===== src/rtl/loader_pkg.sv =====
// Shared types and constants for the program loader.
// Optional feature macro: LOADER_CKSUM_EN (adds the trailing checksum byte and S_CKSUM).
package loader_pkg;

    localparam int ADDR_W = 8;
    localparam int WORD_W = 16;

`ifdef LOADER_CKSUM_EN
    typedef enum logic [2:0] {
        S_ADDR,
        S_COUNT,
        S_HI,
        S_LO,
        S_CKSUM,
        S_RUN,
        S_ERR
    } state_t;
`else
    typedef enum logic [2:0] {
        S_ADDR,
        S_COUNT,
        S_HI,
        S_LO,
        S_RUN,
        S_ERR
    } state_t;
`endif

endpackage


===== src/rtl/prog_loader.sv =====
// Program loader: consumes ADDR, COUNT and COUNT 16-bit words (hi byte first)
// from a valid/ready byte stream, writes them to instruction RAM, then releases
// the CPU from reset at the load address.
// Optional feature macro: LOADER_CKSUM_EN (running XOR of data bytes checked
// against one trailing byte; a mismatch parks the loader in S_ERR).
module prog_loader
    import loader_pkg::*;
(
    input  logic                clk,
    input  logic                rst_n,
    input  logic                in_valid,
    input  logic [7:0]          in_data,
    output logic                in_ready,
    input  logic                reload,
    output logic                mem_wren,
    output logic [ADDR_W-1:0]   mem_addr,
    output logic [WORD_W-1:0]   mem_wrdata,
    output logic                cpu_rst_n,
    output logic [ADDR_W-1:0]   start_pc,
    output logic                done,
    output logic                err
);

    state_t              state_q, state_d;
    logic [ADDR_W-1:0]   ptr_q, ptr_d;
    logic [8:0]          cnt_q, cnt_d;        // words still to load, 1..256
    logic [7:0]          hi_q, hi_d;
    logic [ADDR_W-1:0]   start_pc_q, start_pc_d;
    logic                wren_q, wren_d;
    logic [ADDR_W-1:0]   addr_q, addr_d;
    logic [WORD_W-1:0]   wrdata_q, wrdata_d;
`ifdef LOADER_CKSUM_EN
    logic [7:0]          cksum_q, cksum_d;
`endif
    logic                accept;

    // Streaming states accept bytes; RUN and ERR block the input until reload.
    assign in_ready   = (state_q != S_RUN) && (state_q != S_ERR);
    assign accept     = in_valid && in_ready;
    assign cpu_rst_n  = (state_q == S_RUN);
    assign done       = (state_q == S_RUN);
    assign err        = (state_q == S_ERR);
    assign mem_wren   = wren_q;
    assign mem_addr   = addr_q;
    assign mem_wrdata = wrdata_q;
    assign start_pc   = start_pc_q;

    // Next-state and datapath: reload overrides any byte accepted this cycle.
    always_comb begin
        state_d    = state_q;
        ptr_d      = ptr_q;
        cnt_d      = cnt_q;
        hi_d       = hi_q;
        start_pc_d = start_pc_q;
        wren_d     = 1'b0;
        addr_d     = addr_q;
        wrdata_d   = wrdata_q;
`ifdef LOADER_CKSUM_EN
        cksum_d    = cksum_q;
`endif
        if (reload) begin
            state_d = S_ADDR;
`ifdef LOADER_CKSUM_EN
            cksum_d = 8'h00;
`endif
        end else if (accept) begin
            case (state_q)
                S_ADDR: begin
                    start_pc_d = in_data;
                    ptr_d      = in_data;
`ifdef LOADER_CKSUM_EN
                    cksum_d    = 8'h00;
`endif
                    state_d    = S_COUNT;
                end
                S_COUNT: begin
                    cnt_d   = (in_data == 8'h00) ? 9'd256 : {1'b0, in_data};
                    state_d = S_HI;
                end
                S_HI: begin
                    hi_d    = in_data;
`ifdef LOADER_CKSUM_EN
                    cksum_d = cksum_q ^ in_data;
`endif
                    state_d = S_LO;
                end
                S_LO: begin
                    wren_d   = 1'b1;
                    addr_d   = ptr_q;
                    wrdata_d = {hi_q, in_data};
                    ptr_d    = ptr_q + 8'd1;
                    cnt_d    = cnt_q - 9'd1;
`ifdef LOADER_CKSUM_EN
                    cksum_d  = cksum_q ^ in_data;
                    state_d  = (cnt_q == 9'd1) ? S_CKSUM : S_HI;
`else
                    state_d  = (cnt_q == 9'd1) ? S_RUN : S_HI;
`endif
                end
`ifdef LOADER_CKSUM_EN
                S_CKSUM: begin
                    state_d = (in_data == cksum_q) ? S_RUN : S_ERR;
                end
`endif
                default: begin
                    state_d = state_q;
                end
            endcase
        end
    end

    // State and datapath registers; reset discards all load progress.
    always_ff @(posedge clk or negedge rst_n) begin
        if (!rst_n) begin
            state_q    <= S_ADDR;
            ptr_q      <= '0;
            cnt_q      <= '0;
            hi_q       <= '0;
            start_pc_q <= '0;
            wren_q     <= 1'b0;
            addr_q     <= '0;
            wrdata_q   <= '0;
`ifdef LOADER_CKSUM_EN
            cksum_q    <= '0;
`endif
        end else begin
            state_q    <= state_d;
            ptr_q      <= ptr_d;
            cnt_q      <= cnt_d;
            hi_q       <= hi_d;
            start_pc_q <= start_pc_d;
            wren_q     <= wren_d;
            addr_q     <= addr_d;
            wrdata_q   <= wrdata_d;
`ifdef LOADER_CKSUM_EN
            cksum_q    <= cksum_d;
`endif
        end
    end

endmodule


===== config.mk =====
export PLATFORM = sky130hd
export DESIGN_NAME = prog_loader
export DESIGN_NICKNAME = d
export VERILOG_FILES = /design/src/rtl/loader_pkg.sv /design/src/rtl/prog_loader.sv
export SDC_FILE = /design/constraint.sdc
export NUM_CORES = 1
export LEC_CHECK = 0
export CORE_MARGIN = 4
export CORE_UTILIZATION = 50
export DETAILED_ROUTE_END_ITERATION = 7
export GPL_ROUTABILITY_DRIVEN = 0
export PLACE_DENSITY = 0.76
export SLEW_MARGIN = 20
export SYNTH_ARGS = -nofsm -noshare
export SYNTH_HDL_FRONTEND = slang
export SYNTH_SLANG_ARGS = --single-unit

===== constraint.sdc =====
create_clock -name clk -period 2.6 [get_ports clk]
set_input_delay 0.52 -clock clk [delete_from_list [all_inputs] [get_ports clk]]
set_output_delay 0.52 -clock clk [all_outputs]
set_load 0.01 [all_outputs]

==> out/results.txt <==
Switching power: 839 µW
Highest metal used: met4
R2R cell count: 3
Post-DR wirelength/cell: 16.4 µm
CTS tree: built
Horiz. Die Dim: 82.6 µm
Kind of cell with the highest combined delay on the critical path: simple AND/OR/NAND/NOR gates
Cell row count: 26
Clock power share: 0.280
Final Hold Violating Endpoints: 0
Clock Tree Buf Depth: 2
Inst Count DP: 353
Pleak: 1.55 nW
Worst setup path start: in_valid
Critical path capture point type: flop
CTS root buf: clkbuf_8
Worst-skew pair later-pin latency: 340 ps
Sum Neg Setup Slack: 0 ps
Synthesized area: 0.00278 mm²
Worst slew pin tran: 488 ps
Count leader, synth: dfrtp_1
Final HPWL DP: 4320 µm
Critical Path AT: 2450 ps
Startpoint types: primary input
Vias in the first global route: 1952
Nets: 309
All-Layer GR Usage: 0.197
RSZ-0062 raised after global routing: false
Area Overhead vs Synth: 28.9%
DRC violations left: 0
Vias per inst: 5.53
Crit path depth: 4
Resized cells post-CTS: 0
Htree depth: 3
Final std cells w/o fill: 369
Die Span Y: 82.6 µm
Sw Share: 0.293
HP Class: primary input to async pin
First-pass GRT wire length: 9850 µm
Clock-pin slew on the worst setup and hold paths: 70 ps
R2R setup slack: 570 ps
Worst-path cell chain: clkdlybuf4s50_1, or3b_4, or3b_1, mux2_4
ANT nets after route: 0
Max cap viols: 0
Crit path max fanout: 8
Wl on met1: 2790 µm
Layout cells sized above 1: 0.261
Reg-to-reg endpoint: hi_q[2]$_DFFE_PN0P_
Met2 WL post-DR: 2830 µm
CTS Sinks: 61
First DRT Iteration DRCs: 101
Reg-to-reg critical path startpoint: state_q[0]$_DFFE_PN0P_
Core Area: 0.00524 mm²
Initial antenna violation count: 0
Initial Util: 0.531
Ports: 49
Synth async-reset ratio: 1.00
Routed wl met3: 329 µm
Total die area: 0.00682 mm²
Via Count: 2039
Post-synth top area share: 0.549
Primary FF master, synth: dfrtp_1
Yosys reg bits: 61
Sequential fraction of the synthesis area: 0.549
Post-synth EDFFs: 0
Buffers on Ports: 48
# hold bufs at CTS: 0
Cells after Synth: 234
Slew headroom: 0.675
FMAX: 0.448 GHz
CP Class: primary input to flop
DR pass1 iterations: 4
Mapped Nets: 249
Worst path max stage delay: 610 ps
Number of distinct library cells after synthesis: 44
ANT cells: 0
DRT Wirelength: 6040 µm
CTS Buf Count: 9
Area leader, netlist: dfrtp_1
Avg Inst Size Synth: 11.9 µm²
Worst EP required: 2820 ps
Final period demand of the worst path: 2230 ps
Synth cell count leaders: 61 x dfrtp_1, 32 x mux2_2, 20 x a21oi_1, 20 x o21ai_0, 11 x nor2_1
Internal power: 2.03 mW
Maximum vdd drop: 438 µV
CP max-delay cell: or3b_1
Comb power frac: 0.249
Largest net degree at the start of global routing: 29
Total power divided by cell area: 799 mW/mm²
Worst setup path endpoint: hi_q[2]$_DFFE_PN0P_
Slew Viols, Final: 0
Sequential share of power: 0.471
Crit share post-route: 0.858
Clock Skew: 7.69 ps
Largest cells by area after synthesis: dfrtp_1 55%, mux2_2 13%, mux2_4 4.3%
Pwr Total: 2.87 mW
CP bufs+invs: 1
Grt ovf: 0
Yosys warnings: 0
Setup bufs post-CTS: 0
Setup-failing EPs final: 0
Status: finished clean
[cells in the final DEF (no fill, tap or decap), types with 2 or more instances in the layout]
cell             count
dfrtp_1             61
clkdlybuf4s50_1     47
mux2_2              32
a21oi_1             20
o21ai_0             20
buf_4               13
clkbuf_8            12
nor2_1              11
nand2_1             10
mux2_4               8
inv_1                5
nand3_1              4
nor3_1               4
or2_2                3
o32ai_1              3
nor4_1               3
ha_1                 3
clkinvlp_4           3
nand2b_1             2
o22ai_1              2
a22oi_1              2
a31oi_1              2
o22a_1               2
or4_1                2
or3_1                2
a2bb2oi_1            2
[worst min path at each step]
stage	start	end	slack (ps)	depth (start not counted)
3_3_place_gp	cnt_q[6]$_DFFE_PN0P_	cnt_q[6]$_DFFE_PN0P_	490	1
5_1_grt	rst_n	mem_wrdata[6]$_DFFE_PN0P_	150	1
3_5_place_dp	cnt_q[6]$_DFFE_PN0P_	cnt_q[6]$_DFFE_PN0P_	490	1
2_1_floorplan	rst_n	cnt_q[0]$_DFFE_PN0P_	220	0
6_report	rst_n	mem_wrdata[11]$_DFFE_PN0P_	130	1
4_1_cts	rst_n	mem_wrdata[11]$_DFFE_PN0P_	140	1
[kinds of logic after synthesis]
group / share of synthesized area
adders and majority gates: 0.0135
muxes: 0.176
DFF: 0.549
xor gates and xnor gates: 0.00315
and+or+nand+nor: 0.105
buffers and inverters: 0.0328
AOI/OAI and AO/OA: 0.121
[power groups by stage]
stage                     combinational [mW]  clock (mW)  sequential [mW]
final                                  0.714       0.801             1.35
after global placement                 0.700           0             1.35
after CTS                              0.723       0.814             1.35
after global routing                   0.789       0.869             1.38
after detailed placement               0.720           0             1.37
after floorplan                        0.343           0             1.37
[layout make-up]
cell class | instances | area [µm²]
repair buffers | 62 | 593
fillers | 402 | 1650
clock inverters | 4 | 31.3
flip-flops and latches | 61 | 1530
clock buffers | 12 | 165
multi-input cells | 155 | 1160
inverters | 5 | 18.8
well taps | 70 | 87.6
[routing by layer]
metal | vias to the layer above | track usage
met1 | 999 | 0.282
met4 | 0 | 0.0931
met3 | 10 | 0.0380
met5 | - | 0
li1 | 973 | -
met2 | 57 | 0.288
[flip-flops by register name (all words and copies together), names as in the netlist]
signal and flops:
cnt_q 9, hi_q 8, mem_addr 8, mem_wrdata 16
mem_wren 1, ptr_q 8, start_pc 8, state_q 3
[through the flow]
step	cell area [µm²]	worst slack [ps]	util	hold WS (ps)
after floorplan	2780	764	-	224
after global placement	3390	69.1	0.647	488
after detailed placement	3390	27.0	0.647	494
after CTS	3590	378	0.685	137
after global routing	3590	294	0.685	151
final	3590	370	0.685	130
[worst register-to-register path: stages, from the launching register on]
cell and delay, ps:
dfrtp_1 480, or3b_4 450, or3b_1 610, mux2_4 380
No activity file was read; power rests on OpenSTA's default activity.
